<file path="src/rtl/vga_sync.sv">
// ---------------------------------------------------------------------------
// vga_sync
//
// Generates VGA raster timing from a single system clock. A clock divider
// produces a one-cycle pixel enable; on every enabled edge the horizontal
// counter advances, and the vertical counter advances when the horizontal
// counter wraps. The visible-area flag, both sync strobes and the end-of-frame
// pulse are decoded from the next-state counter values and registered. As a
// result, they always line up with the coluna/linha values shown in the same
// cycle.
//
// Ports
//   clk        : system clock, rising edge
//   rst_n      : asynchronous reset, active low
//   pixel_tick : pixel enable, high for one clk in every DIV_PIXEL
//   coluna     : horizontal position, 0 .. H_TOTAL-1
//   linha      : vertical position, 0 .. V_TOTAL-1
//   areaAtiva  : high while the position is inside the visible area
//   hsync      : horizontal sync, active low
//   vsync      : vertical sync, active low
//   fim_quadro : one-clk pulse on the last pixel of a frame
// ---------------------------------------------------------------------------
module vga_sync #(
  parameter int H_ATIVO   = 640,
  parameter int H_FRONT   = 16,
  parameter int H_SYNC    = 96,
  parameter int H_BACK    = 48,
  parameter int V_ATIVO   = 480,
  parameter int V_FRONT   = 10,
  parameter int V_SYNC    = 2,
  parameter int V_BACK    = 33,
  parameter int DIV_PIXEL = 2
) (
  input  logic       clk,
  input  logic       rst_n,
  output logic       pixel_tick,
  output logic [9:0] coluna,
  output logic [9:0] linha,
  output logic       areaAtiva,
  output logic       hsync,
  output logic       vsync,
  output logic       fim_quadro
);

  // All bounds are held at 10 bits so that every compare below matches the
  // counter width. The sync windows are stored as inclusive first/last
  // values. This keeps each bound representable even when a porch is zero
  // and the total is exactly 1024.
  localparam logic [9:0] H_LAST       = 10'(H_ATIVO + H_FRONT + H_SYNC + H_BACK - 1);
  localparam logic [9:0] V_LAST       = 10'(V_ATIVO + V_FRONT + V_SYNC + V_BACK - 1);
  localparam logic [9:0] H_VIS        = 10'(H_ATIVO);
  localparam logic [9:0] V_VIS        = 10'(V_ATIVO);
  localparam logic [9:0] H_SYNC_FIRST = 10'(H_ATIVO + H_FRONT);
  localparam logic [9:0] H_SYNC_LAST  = 10'(H_ATIVO + H_FRONT + H_SYNC - 1);
  localparam logic [9:0] V_SYNC_FIRST = 10'(V_ATIVO + V_FRONT);
  localparam logic [9:0] V_SYNC_LAST  = 10'(V_ATIVO + V_FRONT + V_SYNC - 1);
  localparam logic [2:0] DIV_LAST     = 3'(DIV_PIXEL - 1);

  logic [2:0] div_q, div_d;
  logic       run_q, run_d;
  logic       pixel_tick_q, pixel_tick_d;
  logic [9:0] coluna_q, coluna_d;
  logic [9:0] linha_q, linha_d;
  logic       area_ativa_q, area_ativa_d;
  logic       hsync_q, hsync_d;
  logic       vsync_q, vsync_d;
  logic       fim_quadro_q, fim_quadro_d;

  // Next-state logic. The first edge after reset release is an alignment
  // edge: the divider stays at 0 (run_q is still clear). Because of this,
  // the first pixel_tick arrives DIV_PIXEL-1 edges later. With DIV_PIXEL=1
  // it arrives on that alignment edge itself. The counters advance on
  // edges where the registered pixel_tick is high. The decoded outputs are
  // computed from the *next* counter values, so that they register in step
  // with the counters.
  always_comb begin
    run_d = 1'b1;

    if (run_q) begin
      div_d = (div_q == DIV_LAST) ? 3'd0 : div_q + 3'd1;
    end else begin
      div_d = 3'd0;
    end

    pixel_tick_d = (div_d == DIV_LAST);

    coluna_d = coluna_q;
    linha_d  = linha_q;
    if (pixel_tick_q) begin
      if (coluna_q == H_LAST) begin
        coluna_d = 10'd0;
        linha_d  = (linha_q == V_LAST) ? 10'd0 : linha_q + 10'd1;
      end else begin
        coluna_d = coluna_q + 10'd1;
      end
    end

    area_ativa_d = (coluna_d < H_VIS) && (linha_d < V_VIS);
    hsync_d      = !((coluna_d >= H_SYNC_FIRST) && (coluna_d <= H_SYNC_LAST));
    vsync_d      = !((linha_d >= V_SYNC_FIRST) && (linha_d <= V_SYNC_LAST));
    fim_quadro_d = pixel_tick_d && (coluna_d == H_LAST) && (linha_d == V_LAST);
  end

  // State registers. Reset clears everything asynchronously, so a reset
  // asserted mid-sync or during the end-of-frame pulse takes effect at once.
  // The sync strobes idle high.
  always_ff @(posedge clk or negedge rst_n) begin
    if (!rst_n) begin
      div_q        <= 3'd0;
      run_q        <= 1'b0;
      pixel_tick_q <= 1'b0;
      coluna_q     <= 10'd0;
      linha_q      <= 10'd0;
      area_ativa_q <= 1'b0;
      hsync_q      <= 1'b1;
      vsync_q      <= 1'b1;
      fim_quadro_q <= 1'b0;
    end else begin
      div_q        <= div_d;
      run_q        <= run_d;
      pixel_tick_q <= pixel_tick_d;
      coluna_q     <= coluna_d;
      linha_q      <= linha_d;
      area_ativa_q <= area_ativa_d;
      hsync_q      <= hsync_d;
      vsync_q      <= vsync_d;
      fim_quadro_q <= fim_quadro_d;
    end
  end

  assign pixel_tick = pixel_tick_q;
  assign coluna     = coluna_q;
  assign linha      = linha_q;
  assign areaAtiva  = area_ativa_q;
  assign hsync      = hsync_q;
  assign vsync      = vsync_q;
  assign fim_quadro = fim_quadro_q;

endmodule

</file>
<file path="config.mk">
export PLATFORM = sky130hd
export DESIGN_NAME = vga_sync
export DESIGN_NICKNAME = d
export VERILOG_FILES = /design/src/rtl/vga_sync.sv
export SDC_FILE = /design/constraint.sdc
export NUM_CORES = 1
export LEC_CHECK = 0
export ABC_AREA = 0
export ABC_CLOCK_PERIOD_IN_PS = 2870
export BUFFER_PORTS_ARGS = -buffer_cell sky130_fd_sc_hd__buf_2
export CAP_MARGIN = 20
export CORE_MARGIN = 2
export CORE_UTILIZATION = 45
export CTS_CLUSTER_DIAMETER = 100
export DETAILED_ROUTE_END_ITERATION = 10
export PLACE_DENSITY_LB_ADDON = 0.15
export SYNTH_ARGS = -nofsm -noshare
export SYNTH_HDL_FRONTEND = slang
export SYNTH_SLANG_ARGS = --single-unit
export TNS_END_PERCENT = 30
</file>
<file path="constraint.sdc">
create_clock -name clk -period 2.87 [get_ports clk]
set_input_delay 0.574 -clock clk [delete_from_list [all_inputs] [get_ports clk]]
set_output_delay 0.574 -clock clk [all_outputs]
set_load 0.03 [all_outputs]
</file>
== Yosys cells after proc, flatten, opt, wreduce, memory -nomap -nowiden ==
Cells that the tools add are included.
Word-level totals
  register bits after elaboration: 29
  bits in latches: 0
  RAM bits: 0
  memory bits (read-only): 0
  input bits: 2
  output and inout bits: 25
  word-level logic and storage cells: 38
  memories kept: 0
Operators by class
  $add $sub $neg: 3
  multiply operators: 0
  divide/modulo/power cells: 0
  order comparisons: 6
  eq/ne operators: 6
  shift-type cells: 0
  muxes and demuxes: 7
  bitwise gates (word level): 0
  reduce and logical (&&, ||, !) cells: 7
Operators by type and width (number)
  10-bit 2-to-1 mux: 5
  10-bit == test (second input constant): 4
  10-bit by 1-bit adder with 10-bit output (second input constant): 2
  10-bit greater-or-equal comparator (second input constant): 1
  10-bit by 9-bit greater-or-equal comparator with 1-bit output (second input constant): 1
  10-bit <= comparator (second input constant): 1
  10-bit by 9-bit <= comparator with 1-bit output (second input constant): 1
  10-bit less-than comparator (second input constant): 1
  10-bit by 9-bit less-than comparator with 1-bit output (second input constant): 1
  3-bit by 1-bit == test with 1-bit output (second input constant): 2
  3-bit 2-to-1 mux: 2
  1-bit logical AND: 5
  3-bit by 1-bit adder with 3-bit output (second input constant): 1
  1-bit logical NOT: 2

== Logic depth before layout (Yosys ltp) ==
  depth in word-level cells: 7
  mapped depth: 9
  gate-level depth less buffers: 8

== Worst setup path before layout ==
OpenSTA, ideal clock, no wires.
  kind: flip-flop to flip-flop
  start: register coluna_q[0] (netlist: coluna[0])
  end: register fim_quadro_q (netlist: fim_quadro)
  setup time: 0.095 ns
  arrival: 2.273 ns
  required time: 2.775 ns
  slack: 0.502 ns
  stages on the path, launching flop included: 8
  path buffers: 0
  clock period less this slack: 2.368 ns
  path through: dfrtp_1 -> ha_1 -> nand4_1 -> or4_1 -> or3_1 -> mux2i_1 -> nand2_1 -> nor4b_2
Between the ends
  word-level cells in the longest chain between the ends: 6
  elaborated cells between the ends (all ways): 10
  classes of those cells: add/sub (1); eq/ne (3); mux (4); reduce/logical (2)
RTL lines
  start, declared: RTL line 62  | logic [9:0] coluna_q, coluna_d;
  start signal, assigned: RTL line 122  | coluna_q <= coluna_d;
  10-bit by 1-bit adder with 10-bit output or 10-bit == test (tied branches): RTL line 94, 90
  10-bit 2-to-1 mux: RTL line 90  | if (coluna_q == H_LAST) begin
  10-bit 2-to-1 mux: RTL line 89  | if (pixel_tick_q) begin
  10-bit == test: RTL line 101  | fim_quadro_d = pixel_tick_d && (coluna_d == H_LAST) && (linha_d == V_LAST);
  1-bit logical AND: RTL line 101
  1-bit logical AND (*): RTL line 101
  named net fim_quadro_d: RTL line 67  | logic fim_quadro_q, fim_quadro_d;
  end signal, assigned: RTL line 127  | fim_quadro_q <= fim_quadro_d;
  end, declared: RTL line 67
The timed path passes the listed nets; every way through them passes the cells marked *.

== Worst setup path in the final report ==
Same ends and word-level chain as after synthesis.

==> results by group <==
Placement
  • DP Wirelength: 2440 um
  • PortBufs: 26
  • Gpl congestion: 0.935

Clocking
  • CTS tree: done
  • CTS H-tree lvls: 2
  • Clock Sinks: 29
  • Clk slew on worst S/H paths: 0.09 ns
  • Postcts setup bufs: 0
  • Worst skew pair latency: 0.33 ns
  • Hold_buf cts: 0
  • Clk root buf: clkbuf_4
  • Cts repair resizes: 0
  • Clk buf depth: 2
  • Cts bufs inserted: 5

Finish
  • Final antenna diode count: 0
  • Sequential Area: 728 um2
  • Area occupied by multi-input gates: 757 um2
  • FILL cells: 329
  • Layout cells sized above 1: 21.9%
  • Nets@finish: 191
  • Area Overhead vs Synth: 16.8%
  • Utilization after layout: 53.9%

Logic synthesis
  • Asr flop ratio synth: 100%
  • Mapped Area: 0.00153 mm2
  • Mux cell area share after synthesis: 2.62%
  • Mapped Nets: 158
  • Synth Area in XOR/XNOR: 8.03%
  • Yosys top cell by area: dfrtp_1
  • Post-synthesis compound-gate area fraction: 8.35%
  • Mapped Cells: 153
  • Largest cells by area after synthesis: dfrtp_1 (44%), xnor2_1 (5.7%), nand2_1 (3.7%)
  • Distinct cells, synth: 42
  • Register bit total from synthesis: 29
  • Ys Warns: 0
  • Synth Area in Adders: 2.46%
  • Ys flop type: dfrtp_1
  • Post-synth EDFFs: 0
  • Post-Syn Area per Cell: 9.99 um2
  • Main combinational cell family by area after synthesis: simple AND/OR/NAND/NOR gates
  • Top-area cell type share of the netlist area: 44.2%
  • Post-synthesis sequential area ratio: 47.7%
  • Simple-Gate Fraction of Synth Area: 27.8%

Pwr
  • Sw frac: 35.8%
  • PD cells: 572 mW/mm2
  • Clock power frac: 25.3%
  • Flop pwr share: 50.0%
  • Comb power frac: 24.7%
  • Pleak: 0.823 nW
  • VDD IR max: 0.284 mV
  • Switching power: 365 uW
  • Cell internal pwr: 655 uW

GRT
  • Vias in the first global route: 1,235
  • Largest net degree at the start of global routing: 30
  • Initial antenna violation count: 0
  • Tot GR Track Use: 18.7%
  • Grt ovf: 0
  • First-pass GRT wire length: 5640 um

Route
  • Post-DR wirelength/cell: 14.3 um
  • Wirelength, routed: 3340 um
  • Routed length on met1: 1480 um
  • DR vias: 1,288
  • Met2 wire length: 1600 um
  • Top layer reached by signal wires: met4
  • Residual DRC: 0
  • Antenna viol nets, final: 0
  • Initial DRC Count: 80
  • Routed length on met3: 201 um
  • Post-DR vias/cell: 5.53
  • DRT Pass-1 Iters: 4

Worst setup path
  • Crit-path max FO: 4
  • Worst Path Required: 3.11 ns
  • Startpoint Class: flop
  • Crit Path Category: flop to flop
  • Crit path DAT: 2.64 ns
  • CP Capture Type: flop

Timing
  • Final Setup Violations: 0
  • Fin Clk Skew: 0.0138 ns
  • Max-slew violation count: 0
  • Tmin final: 2.41 ns
  • Final Hold Vio Count: 0
  • Rel. slew slack: 57.6%
  • Setup TNS: 0 ns
  • Max Fclk: 0.416 GHz
  • RSZ-0062 raised after global routing: false
  • Worst-Margin Slew: 0.637 ns
  • Tcrit/Tclk final: 83.8%

Floorplan
  • Die ar.: 0.00388 mm2
  • Core area: 0.00331 mm2
  • Initial core utilization: 46.1%
  • Die height: 62.3 um
  • DIE WIDTH: 62.3 um
  • # IOs: 27
  • Rows: 21

Run status
  • Outcome: complete, no violations

Job
  • Max-Cap Viols: 0

Hold path
  • Hold Path Class: input pin to asynchronous set/reset pin
-- cells by family (layout without fill, tap and decap cells) --
family / count (synthesis) / after routing
xor+xnor: 14 / 14
other cells: 1 / 1
fa+ha+maj: 3 / 3
buf+inv: 11 / 45
compound gates: 20 / 20
flops: 29 / 29
mux: 4 / 4
simple gates: 71 / 71
-- layout make-up --
cell class | count | share of cell area (%)
Inverter | 8 | 1.68
Clock buffer | 8 | 3.30
Tap cell | 46 | 3.23
Sequential cell | 29 | 40.8
Timing Repair Buffer | 29 | 8.56
Multi-Input combinational cell | 113 | 42.4
-- per-stage QoR --
| step | instances | power (mW) | worst slack (ns) | hold WS (ns) | instance area [um2] |
|---|---|---|---|---|---|
| finish | 233 | 1.02 | 0.465 | 0.253 | 1780 |
| global route | 233 | 1.09 | 0.282 | 0.275 | 1780 |
| CTS | 233 | 1.03 | 0.451 | 0.262 | 1780 |
| detailed placement | 225 | 0.773 | 0.505 | 0.484 | 1730 |
| global placement | 225 | 0.764 | 0.503 | 0.474 | 1730 |
| floorplan | 153 | 0.686 | 0.502 | 0.278 | 1530 |
-- cell usage after synthesis (all sizes together), types with 3 or more instances --
cell   number
a21oi       3
and2        3
and3        5
dfrtp      27
ha          3
inv         8
mux2i       4
nand2      15
nand3       7
nand4       6
nor2        9
nor2b       3
nor3b       3
o21ai       6
o31ai       3
or3         3
xnor2      10
xor2        4
-- critical path: stages, from the launching register on --
cell,delay (ns)
dfrtp_1,0.40
ha_1,0.20
nand4_1,0.18
or4_1,0.57
or3_1,0.35
mux2i_1,0.20
nand2_1,0.13
nor4b_2,0.27
-- layout by cell type, fill, tap and decap left out, types with 4 or more instances in the layout --
cell type	count
and3_1	5
nand4_1	6
buf_2	26
o21ai_0	6
inv_1	8
xor2_1	4
xnor2_1	10
nand2_1	15
mux2i_1	4
nand3_1	7
clkbuf_4	5
dfrtp_1	27
nor2_1	9
-- path summary, 6_finish.rpt --
check	start	endpoint	slack, ns	cells past startpoint
hold / removal	rst_n	coluna[3]$_DFF_PN0_	0.25	1
hold reg to reg	div_q[2]$_DFF_PN0_	pixel_tick$_DFF_PN0_	0.48	1
max in group asynchronous	rst_n	linha[3]$_DFF_PN0_	2.19	1
min in group clk	div_q[2]$_DFF_PN0_	pixel_tick$_DFF_PN0_	0.48	1
setup reg to reg	coluna[0]$_DFF_PN0_	fim_quadro$_DFF_PN0_	0.46	7
setup / recovery	coluna[0]$_DFF_PN0_	fim_quadro$_DFF_PN0_	0.46	7
-- metal layers --
metal  up-vias  global-route usage [%]
met5         -                       0
met4         0                    8.61
met3         6                    5.98
met2        43                    30.4
met1       625                    22.8
li1        614                       -
-- sequential cells by signal, summed over array words and instances (netlist names) --
name        count
coluna         10
linha          10
div_q           3
areaAtiva       1
fim_quadro      1
hsync           1
pixel_tick      1
run_q           1
vsync           1
-- power groups by stage --
stage / logic, mW / registers [mW] / clock network [mW]
finish: 0.252 / 0.510 / 0.258
global route: 0.275 / 0.520 / 0.294
CTS: 0.254 / 0.511 / 0.268
detailed placement: 0.254 / 0.519 / 0
global placement: 0.248 / 0.515 / 0
floorplan: 0.0986 / 0.587 / 0
(Power assumes the default switching activity.)
